--- src/rtl/mandel_pkg.sv ---
`default_nettype none
// ============================================================================
// Module      : mandel_pkg
// Description : Shared widths, coordinate/iteration types and scheduler states
//               for the Mandelbrot pixel scheduler.
// Revision    : 1.0  initial release
// ============================================================================
package mandel_pkg;

    localparam int COORD_W = 32;
    localparam int FRAC_W  = 16;
    localparam int ITER_W  = 16;

    typedef logic signed [COORD_W-1:0] coord_t;
    typedef logic        [ITER_W-1:0]  iter_t;

    typedef enum logic [2:0] {
        IDLE  = 3'd0,
        ISSUE = 3'd1,
        GUARD = 3'd2,
        WAIT  = 3'd3,
        DRAIN = 3'd4
    } sched_state_e;

endpackage
`default_nettype wire

--- src/rtl/mandel_raster_stepper.sv ---
`default_nettype none
// ============================================================================
// Module      : mandel_raster_stepper
// Description : Row-major x/y raster counters with incremental Q15.16 c_re/c_im
//               accumulators, driven by load/advance strobes.
// Revision    : 1.0  initial release
// ============================================================================
module mandel_raster_stepper
    import mandel_pkg::*;
#(
    parameter  int H_RES   = 640,
    parameter  int V_RES   = 480,
    parameter  int COORD_W = mandel_pkg::COORD_W,
    localparam int X_W     = (H_RES > 1) ? $clog2(H_RES) : 1,
    localparam int Y_W     = (V_RES > 1) ? $clog2(V_RES) : 1
) (
    input  logic                      clk,
    input  logic                      rst_n,
    input  logic                      load,
    input  logic                      advance,
    input  logic signed [COORD_W-1:0] x_min,
    input  logic signed [COORD_W-1:0] y_max,
    input  logic signed [COORD_W-1:0] step,
    output logic        [X_W-1:0]     x,
    output logic        [Y_W-1:0]     y,
    output logic signed [COORD_W-1:0] a,
    output logic signed [COORD_W-1:0] b,
    output logic                      last
);

    localparam logic [X_W-1:0] X_LAST = X_W'(H_RES - 1);
    localparam logic [Y_W-1:0] Y_LAST = Y_W'(V_RES - 1);

    logic        [X_W-1:0]     r_x;
    logic        [Y_W-1:0]     r_y;
    logic signed [COORD_W-1:0] r_a;
    logic signed [COORD_W-1:0] r_b;
    logic signed [COORD_W-1:0] r_x_min;
    logic signed [COORD_W-1:0] r_step;

    // Plain add/sub wraps modulo 2^COORD_W; no saturation is intended.
    always_ff @(posedge clk or negedge rst_n) begin
        if (!rst_n) begin
            r_x     <= '0;
            r_y     <= '0;
            r_a     <= '0;
            r_b     <= '0;
            r_x_min <= '0;
            r_step  <= '0;
        end else if (load) begin
            r_x     <= '0;
            r_y     <= '0;
            r_a     <= x_min;
            r_b     <= y_max;
            r_x_min <= x_min;
            r_step  <= step;
        end else if (advance) begin
            if (r_x != X_LAST) begin
                r_x <= r_x + 1'b1;
                r_a <= r_a + r_step;
            end else begin
                r_x <= '0;
                r_y <= r_y + 1'b1;
                r_a <= r_x_min;
                r_b <= r_b - r_step;
            end
        end
    end

    assign x    = r_x;
    assign y    = r_y;
    assign a    = r_a;
    assign b    = r_b;
    assign last = (r_x == X_LAST) && (r_y == Y_LAST);

endmodule
`default_nettype wire

--- src/rtl/mandelbrot_pixel_scheduler.sv ---
`default_nettype none
// ============================================================================
// Module      : mandelbrot_pixel_scheduler
// Description : Raster feeder for MandelbrotCalc: one pixel in flight, results
//               forwarded on a valid/ready stream. Optional MANDEL_SCHED_PERF_EN
//               adds frame_cycles / iter_total performance counters.
// Revision    : 1.0  initial release
// ============================================================================
module mandelbrot_pixel_scheduler
    import mandel_pkg::*;
#(
    parameter  int H_RES   = 640,
    parameter  int V_RES   = 480,
    parameter  int COORD_W = mandel_pkg::COORD_W,
    parameter  int ITER_W  = mandel_pkg::ITER_W,
    localparam int X_W     = (H_RES > 1) ? $clog2(H_RES) : 1,
    localparam int Y_W     = (V_RES > 1) ? $clog2(V_RES) : 1
) (
    input  logic                      clk,
    input  logic                      rst_n,
    input  logic                      start,
    input  logic signed [COORD_W-1:0] x_min,
    input  logic signed [COORD_W-1:0] y_max,
    input  logic signed [COORD_W-1:0] step,
    output logic signed [COORD_W-1:0] calc_a,
    output logic signed [COORD_W-1:0] calc_b,
    output logic                      calc_en,
    input  logic                      calc_ready,
    input  logic        [ITER_W-1:0]  calc_iter,
    output logic                      pix_valid,
    input  logic                      pix_ready,
    output logic        [X_W-1:0]     pix_x,
    output logic        [Y_W-1:0]     pix_y,
    output logic        [ITER_W-1:0]  pix_iter,
    output logic                      pix_last,
    output logic                      busy,
    output logic                      done
`ifdef MANDEL_SCHED_PERF_EN
    ,
    output logic        [31:0]        frame_cycles,
    output logic        [47:0]        iter_total
`endif
);

    sched_state_e r_state;
    sched_state_e w_next;

    logic             w_load;
    logic             w_advance;
    logic             w_capture;
    logic             w_finish;
    logic             w_slot_free;
    logic [X_W-1:0]   w_x;
    logic [Y_W-1:0]   w_y;
    logic             w_last;

    logic             r_pix_valid;
    logic [X_W-1:0]   r_pix_x;
    logic [Y_W-1:0]   r_pix_y;
    logic [ITER_W-1:0] r_pix_iter;
    logic             r_pix_last;
    logic             r_busy;
    logic             r_done;

    mandel_raster_stepper #(
        .H_RES   (H_RES),
        .V_RES   (V_RES),
        .COORD_W (COORD_W)
    ) u_stepper (
        .clk     (clk),
        .rst_n   (rst_n),
        .load    (w_load),
        .advance (w_advance),
        .x_min   (x_min),
        .y_max   (y_max),
        .step    (step),
        .x       (w_x),
        .y       (w_y),
        .a       (calc_a),
        .b       (calc_b),
        .last    (w_last)
    );

    // The slot may be refilled in the same cycle its current result leaves.
    assign w_slot_free = !r_pix_valid || pix_ready;

    always_ff @(posedge clk or negedge rst_n) begin
        if (!rst_n) begin
            r_state <= IDLE;
        end else begin
            r_state <= w_next;
        end
    end

    always_comb begin
        w_next    = r_state;
        w_load    = 1'b0;
        w_advance = 1'b0;
        w_capture = 1'b0;
        w_finish  = 1'b0;
        case (r_state)
            IDLE: begin
                if (start) begin
                    w_load = 1'b1;
                    w_next = ISSUE;
                end
            end
            ISSUE: w_next = GUARD;
            // calc_ready is deliberately ignored here: it may still reflect the previous pixel.
            GUARD: w_next = WAIT;
            WAIT: begin
                if (calc_ready && w_slot_free) begin
                    w_capture = 1'b1;
                    w_advance = !w_last;
                    w_next    = w_last ? DRAIN : ISSUE;
                end
            end
            DRAIN: begin
                if (r_pix_valid && pix_ready) begin
                    w_finish = 1'b1;
                    w_next   = IDLE;
                end
            end
            default: w_next = IDLE;
        endcase
    end

    always_ff @(posedge clk or negedge rst_n) begin
        if (!rst_n) begin
            r_pix_valid <= 1'b0;
            r_pix_x     <= '0;
            r_pix_y     <= '0;
            r_pix_iter  <= '0;
            r_pix_last  <= 1'b0;
            r_busy      <= 1'b0;
            r_done      <= 1'b0;
        end else begin
            r_done <= 1'b0;
            if (w_capture) begin
                r_pix_valid <= 1'b1;
                r_pix_x     <= w_x;
                r_pix_y     <= w_y;
                r_pix_iter  <= calc_iter;
                r_pix_last  <= w_last;
            end else if (r_pix_valid && pix_ready) begin
                r_pix_valid <= 1'b0;
            end
            if (w_load) begin
                r_busy <= 1'b1;
            end
            if (w_finish) begin
                r_busy <= 1'b0;
                r_done <= 1'b1;
            end
        end
    end

`ifdef MANDEL_SCHED_PERF_EN
    logic [31:0] r_frame_cycles;
    logic [47:0] r_iter_total;

    always_ff @(posedge clk or negedge rst_n) begin
        if (!rst_n) begin
            r_frame_cycles <= '0;
            r_iter_total   <= '0;
        end else if (w_load) begin
            r_frame_cycles <= '0;
            r_iter_total   <= '0;
        end else begin
            if (r_busy) begin
                r_frame_cycles <= r_frame_cycles + 32'd1;
            end
            if (w_capture) begin
                r_iter_total <= r_iter_total + 48'(calc_iter);
            end
        end
    end

    assign frame_cycles = r_frame_cycles;
    assign iter_total   = r_iter_total;
`endif

    assign calc_en   = (r_state == ISSUE);
    assign pix_valid = r_pix_valid;
    assign pix_x     = r_pix_x;
    assign pix_y     = r_pix_y;
    assign pix_iter  = r_pix_iter;
    assign pix_last  = r_pix_last;
    assign busy      = r_busy;
    assign done      = r_done;

endmodule
`default_nettype wire

--- config.mk ---
export PLATFORM = sky130hd
export DESIGN_NAME = mandelbrot_pixel_scheduler
export DESIGN_NICKNAME = d
export VERILOG_FILES = /design/src/rtl/mandel_pkg.sv /design/src/rtl/mandel_raster_stepper.sv /design/src/rtl/mandelbrot_pixel_scheduler.sv
export SDC_FILE = /design/constraint.sdc
export NUM_CORES = 1
export LEC_CHECK = 0
export BUFFER_PORTS_ARGS = -buffer_cell sky130_fd_sc_hd__buf_4
export CAP_MARGIN = 10
export CORE_MARGIN = 5
export CORE_UTILIZATION = 58
export DETAILED_ROUTE_END_ITERATION = 8
export GPL_ROUTABILITY_DRIVEN = 0
export GPL_TIMING_DRIVEN = 0
export PLACE_DENSITY = 0.83
export RECOVER_POWER = 25
export SYNTH_ARGS = -nofsm -noshare
export SYNTH_HDL_FRONTEND = slang
export SYNTH_HIERARCHICAL = 1
export SYNTH_SLANG_ARGS = --single-unit
--- constraint.sdc ---
create_clock -name clk -period 5.4 [get_ports clk]
set_input_delay 1.08 -clock clk [delete_from_list [all_inputs] [get_ports clk]]
set_output_delay 1.08 -clock clk [all_outputs]
set_load 0.05 [all_outputs]
==> summary.txt <==
Routing
  • DRC violations left: 0
  • DR pass1 iterations: 5
  • Number of antenna-violating nets in the routed design: 0
  • Via count: 10858
  • Average wire per cell in the routed design: 20.3 um
  • Average via count per standard cell: approximately 6
  • Total detailed-routing wirelength: 36.0 mm
  • Initial drt markers: between 1000 and 1500

CTS
  • Count of instances resized after the clock tree is built: 0
  • CTS hold repair buffers: 0
  • Register clock-pin slew on the reported worst setup and hold paths: 70 ps
  • Clock insertion delay at the later pin of the skew report: 440 ps
  • Number of buffers created by CTS: 17
  • Library cell used as clock root buffer: sky130_fd_sc_hd__clkbuf_16
  • Bufs on Longest Clock Path: 2
  • Postcts setup bufs: 0
  • # clock sinks: 189
  • TritonCTS clock tree: done
  • H-tree levels: 4

GRT
  • First-pass GRT wire length: approximately 56 mm
  • Leftover overflow at the end of global routing: 0
  • Vias in the first global route: about 11000
  • Antenna violations before repair: 0
  • Total track usage: 31.4%
  • Largest net degree at the start of global routing: 101

Synthesis
  • Flip-flop cell with the highest count after synthesis: sky130_fd_sc_hd__dfrtp_1
  • Count of synthesis-stage warnings from yosys: 6
  • Sequential share of the synthesized area: 41.2%
  • Count of unique library cells instantiated by Yosys: 79
  • Average size of a mapped cell: between 9 and 10 um^2
  • Count of flip-flops with a built-in enable after synthesis: 0
  • Gate Count Post-Synth: between 1000 and 1500
  • Net count after synthesis: 1439
  • Syn Std Cell Area: 11500 um^2
  • Post-synth ARST share: 100%
  • Flops & latches, synth: 189

Timing
  • Sum of negative setup slack: 0 ps
  • Slew Limit Headroom: -69.9%
  • RSZ-0062 raised after global routing: no
  • Count of endpoints failing setup in the final report: 0
  • Setup clock skew after layout: ~10 ps
  • Final number of hold-violating endpoints: 0
  • Worst-Margin Slew: 2550 ps
  • Crit path time final: 4860 ps
  • Final worst path period share: 90.0%
  • Final Max Slew Viols: 100
  • Fmax: 206 MHz

Critical path
  • Slack of the worst reg-to-reg path: roughly 540 ps
  • Crit path capture type: flip-flop
  • Logic depth of the worst register-to-register path: 13
  • Nature of the critical path startpoint: flip-flop
  • Largest fanout of any net on the critical path: 10
  • Worst Path Class, Setup: flip-flop to flip-flop
  • Required time at the endpoint of the critical path: 5720 ps
  • RR Startpoint: u_stepper/x[0]$_DFFE_PN0P_
  • Arrival time of data at the critical path endpoint: 5180 ps
  • Terminus of the critical flop-to-flop path: u_stepper/b[29]$_DFFE_PN0P_

Pwr
  • Proportion of power drawn by the clock network: 11.2%
  • Leakage: 6.53 nW
  • Switching component of the power: between 5 and 6 mW
  • Register share of total power: 23.4%
  • Sw frac: 51.4%
  • Overall Power: approximately 11 mW
  • Maximum VDD drop: 427 uV
  • Power per unit of standard cell area: a little under 800 nW/um^2
  • Cell internal pwr: 5.36 mW
  • Fraction of power consumed by combinational cells: 65.4%

Die
  • Initial Util: 59.0%
  • Chip height: roughly 150 um
  • Core footprint: between 15000 and 20000 um^2
  • Number of rows created at floorplan: 51
  • Area of the die: around 23000 um^2
  • Die extent in x: 151 um
  • Top-level port count: 221

Place
  • Number of cells after detailed placement: 1742
  • I/O Buffers: 220
  • Sum of net half-perimeters after detailed placement: 27.2 mm

Min path
  • Worst hold path endpoint: pix_y[3]$_DFFE_PN0P_
  • Hold crit path type: flip-flop to flip-flop
  • Critical hold path startpoint: pix_y[3]$_DFFE_PN0P_
  • Min-Delay Path Depth: 1

Finish
  • Layout Area Growth over Synthesis: 22.3%
  • Most frequent cells in the layout: 220 x sky130_fd_sc_hd__buf_4, 189 x sky130_fd_sc_hd__dfrtp_1, 146 x sky130_fd_sc_hd__nand2_1
  • Count of placed standard cells in the final layout, fillers left out: 1774
  • Share of cells above drive strength 1: 21.2%
  • Final #Nets: ~1700
  • Leading cell type in the layout, fill and taps excluded: sky130_fd_sc_hd__buf_4
  • Total inserted antenna cells: 0

Run status
  • Result of the run: complete, but fails checks
  • Violated checks: max-capacitance violations, max-slew violations

Flow run
  • Max Cap Viol: 1
stage by stage:
step / cell area [um^2] / util, % / hold WS (ps) / worst slack (ps)
2_1_floorplan: 11500 / - / 480 / 2180
3_3_place_gp: 13500 / 69.2 / 489 / 308
6_report: 14100 / 72.2 / 513 / 541
5_1_grt: 14100 / 72.2 / 525 / 310
4_1_cts: 14100 / 72.3 / 513 / 751
3_5_place_dp: 13500 / 69.4 / 493 / 804
sequential cells by signal (all words and copies together), names as in the netlist, 3 cells and up:
name,flops
r_state,3
u_stepper/r_x_min,32
pix_y,9
pix_x,10
u_stepper/r_step,32
u_stepper/y,9
u_stepper/x,10
u_stepper/a,32
pix_iter,16
u_stepper/b,32
synthesized netlist by cell type (5+ instances only):
library cell	instances	area, um^2
sky130_fd_sc_hd__dfrtp_1	189	4730
sky130_fd_sc_hd__nand2_1	146	548
sky130_fd_sc_hd__o21ai_0	119	596
sky130_fd_sc_hd__a21oi_1	91	455
sky130_fd_sc_hd__nor2_1	77	289
sky130_fd_sc_hd__inv_1	74	278
sky130_fd_sc_hd__ha_1	64	801
sky130_fd_sc_hd__clkbuf_1	54	203
sky130_fd_sc_hd__xnor2_1	34	298
sky130_fd_sc_hd__xor2_1	33	289
sky130_fd_sc_hd__mux2_2	29	327
sky130_fd_sc_hd__nor2b_1	27	169
sky130_fd_sc_hd__a31oi_1	24	150
sky130_fd_sc_hd__nand3_1	19	95.1
sky130_fd_sc_hd__o221ai_1	19	166
sky130_fd_sc_hd__a21o_1	18	135
sky130_fd_sc_hd__mux2_4	18	270
sky130_fd_sc_hd__nand4_1	16	100
sky130_fd_sc_hd__nor3_1	16	80.1
sky130_fd_sc_hd__o21ai_1	16	80.1
sky130_fd_sc_hd__nand2b_1	15	93.8
sky130_fd_sc_hd__a211oi_1	10	75.1
sky130_fd_sc_hd__mux2i_1	10	100
sky130_fd_sc_hd__o211ai_1	10	75.1
sky130_fd_sc_hd__and2_1	9	56.3
sky130_fd_sc_hd__o21bai_1	9	67.6
sky130_fd_sc_hd__and3_1	7	43.8
sky130_fd_sc_hd__o31ai_1	6	45.0
sky130_fd_sc_hd__nor3b_1	5	37.5
sky130_fd_sc_hd__nor4_1	5	31.3
sky130_fd_sc_hd__o2111ai_1	5	43.8
sky130_fd_sc_hd__o21a_1	5	37.5
cells by family after synthesis:
kind of cell | share of synthesized area (%)
buffers and inverters | 4.93
DFF | 41.2
adders and majority gates | 7.32
xor gates and xnor gates | 5.11
and+or+nand+nor | 14.9
AOI/OAI and AO/OA | 20.5
muxes | 6.06
per-layer routing:
metal	vias to the layer above	global-route usage (%)	wire length, um
met5	-	0	0
met4	0	14.0	1480
met3	114	5.36	3300
met2	584	49.9	16900
met1	5215	42.4	14400
li1	4945	-	-
worst max-delay path: stages (launching register included):
cell and delay, ps:
sky130_fd_sc_hd__dfrtp_1 440, sky130_fd_sc_hd__ha_1 260, sky130_fd_sc_hd__nand2_1 70, sky130_fd_sc_hd__nor2_1 60
sky130_fd_sc_hd__nand4_1 290, sky130_fd_sc_hd__clkbuf_1 640, sky130_fd_sc_hd__nor4_1 310, sky130_fd_sc_hd__nor4_2 890
sky130_fd_sc_hd__clkbuf_1 550, sky130_fd_sc_hd__nand2_1 340, sky130_fd_sc_hd__clkbuf_1 390, sky130_fd_sc_hd__nand2_1 160
sky130_fd_sc_hd__nor2_1 50, sky130_fd_sc_hd__a221o_1 280
how the worst max path moves through the flow:
stage / startpoint / endpoint / slack [ps] / depth (start not counted)
6_report: u_stepper/x[0]$_DFFE_PN0P_ / u_stepper/b[29]$_DFFE_PN0P_ / 540 / 13
5_1_grt: u_stepper/x[0]$_DFFE_PN0P_ / u_stepper/b[10]$_DFFE_PN0P_ / 310 / 13
4_1_cts: u_stepper/x[0]$_DFFE_PN0P_ / u_stepper/b[29]$_DFFE_PN0P_ / 750 / 13
3_5_place_dp: u_stepper/x[0]$_DFFE_PN0P_ / u_stepper/b[29]$_DFFE_PN0P_ / 800 / 13
3_3_place_gp: u_stepper/x[0]$_DFFE_PN0P_ / u_stepper/b[25]$_DFFE_PN0P_ / 310 / 13
2_1_floorplan: u_stepper/x[0]$_DFFE_PN0P_ / u_stepper/b[29]$_DFFE_PN0P_ / 2180 / 13
power groups by stage:
stage / registers [mW] / logic (mW) / clock network [mW]
3_3_place_gp: 2.55 / 6.82 / 0
6_report: 2.58 / 7.21 / 1.23
4_1_cts: 2.55 / 7.08 / 1.24
5_1_grt: 2.63 / 7.78 / 1.30
3_5_place_dp: 2.57 / 7.01 / 0
2_1_floorplan: 3.49 / 4.24 / 0
cell type report:
class / count / area, um^2
Buffer: 64 / 282
Inverter: 74 / 278
Sequential cell: 189 / 4730
Clock buffer: 19 / 443
Timing Repair Buffer: 221 / 1670
Fill cell: 1474 / 5410
Tap cell: 265 / 332
Multi-Input combinational cell: 929 / 6200
Clock inverter: 13 / 123
No activity file was read; power rests on OpenSTA's default activity.
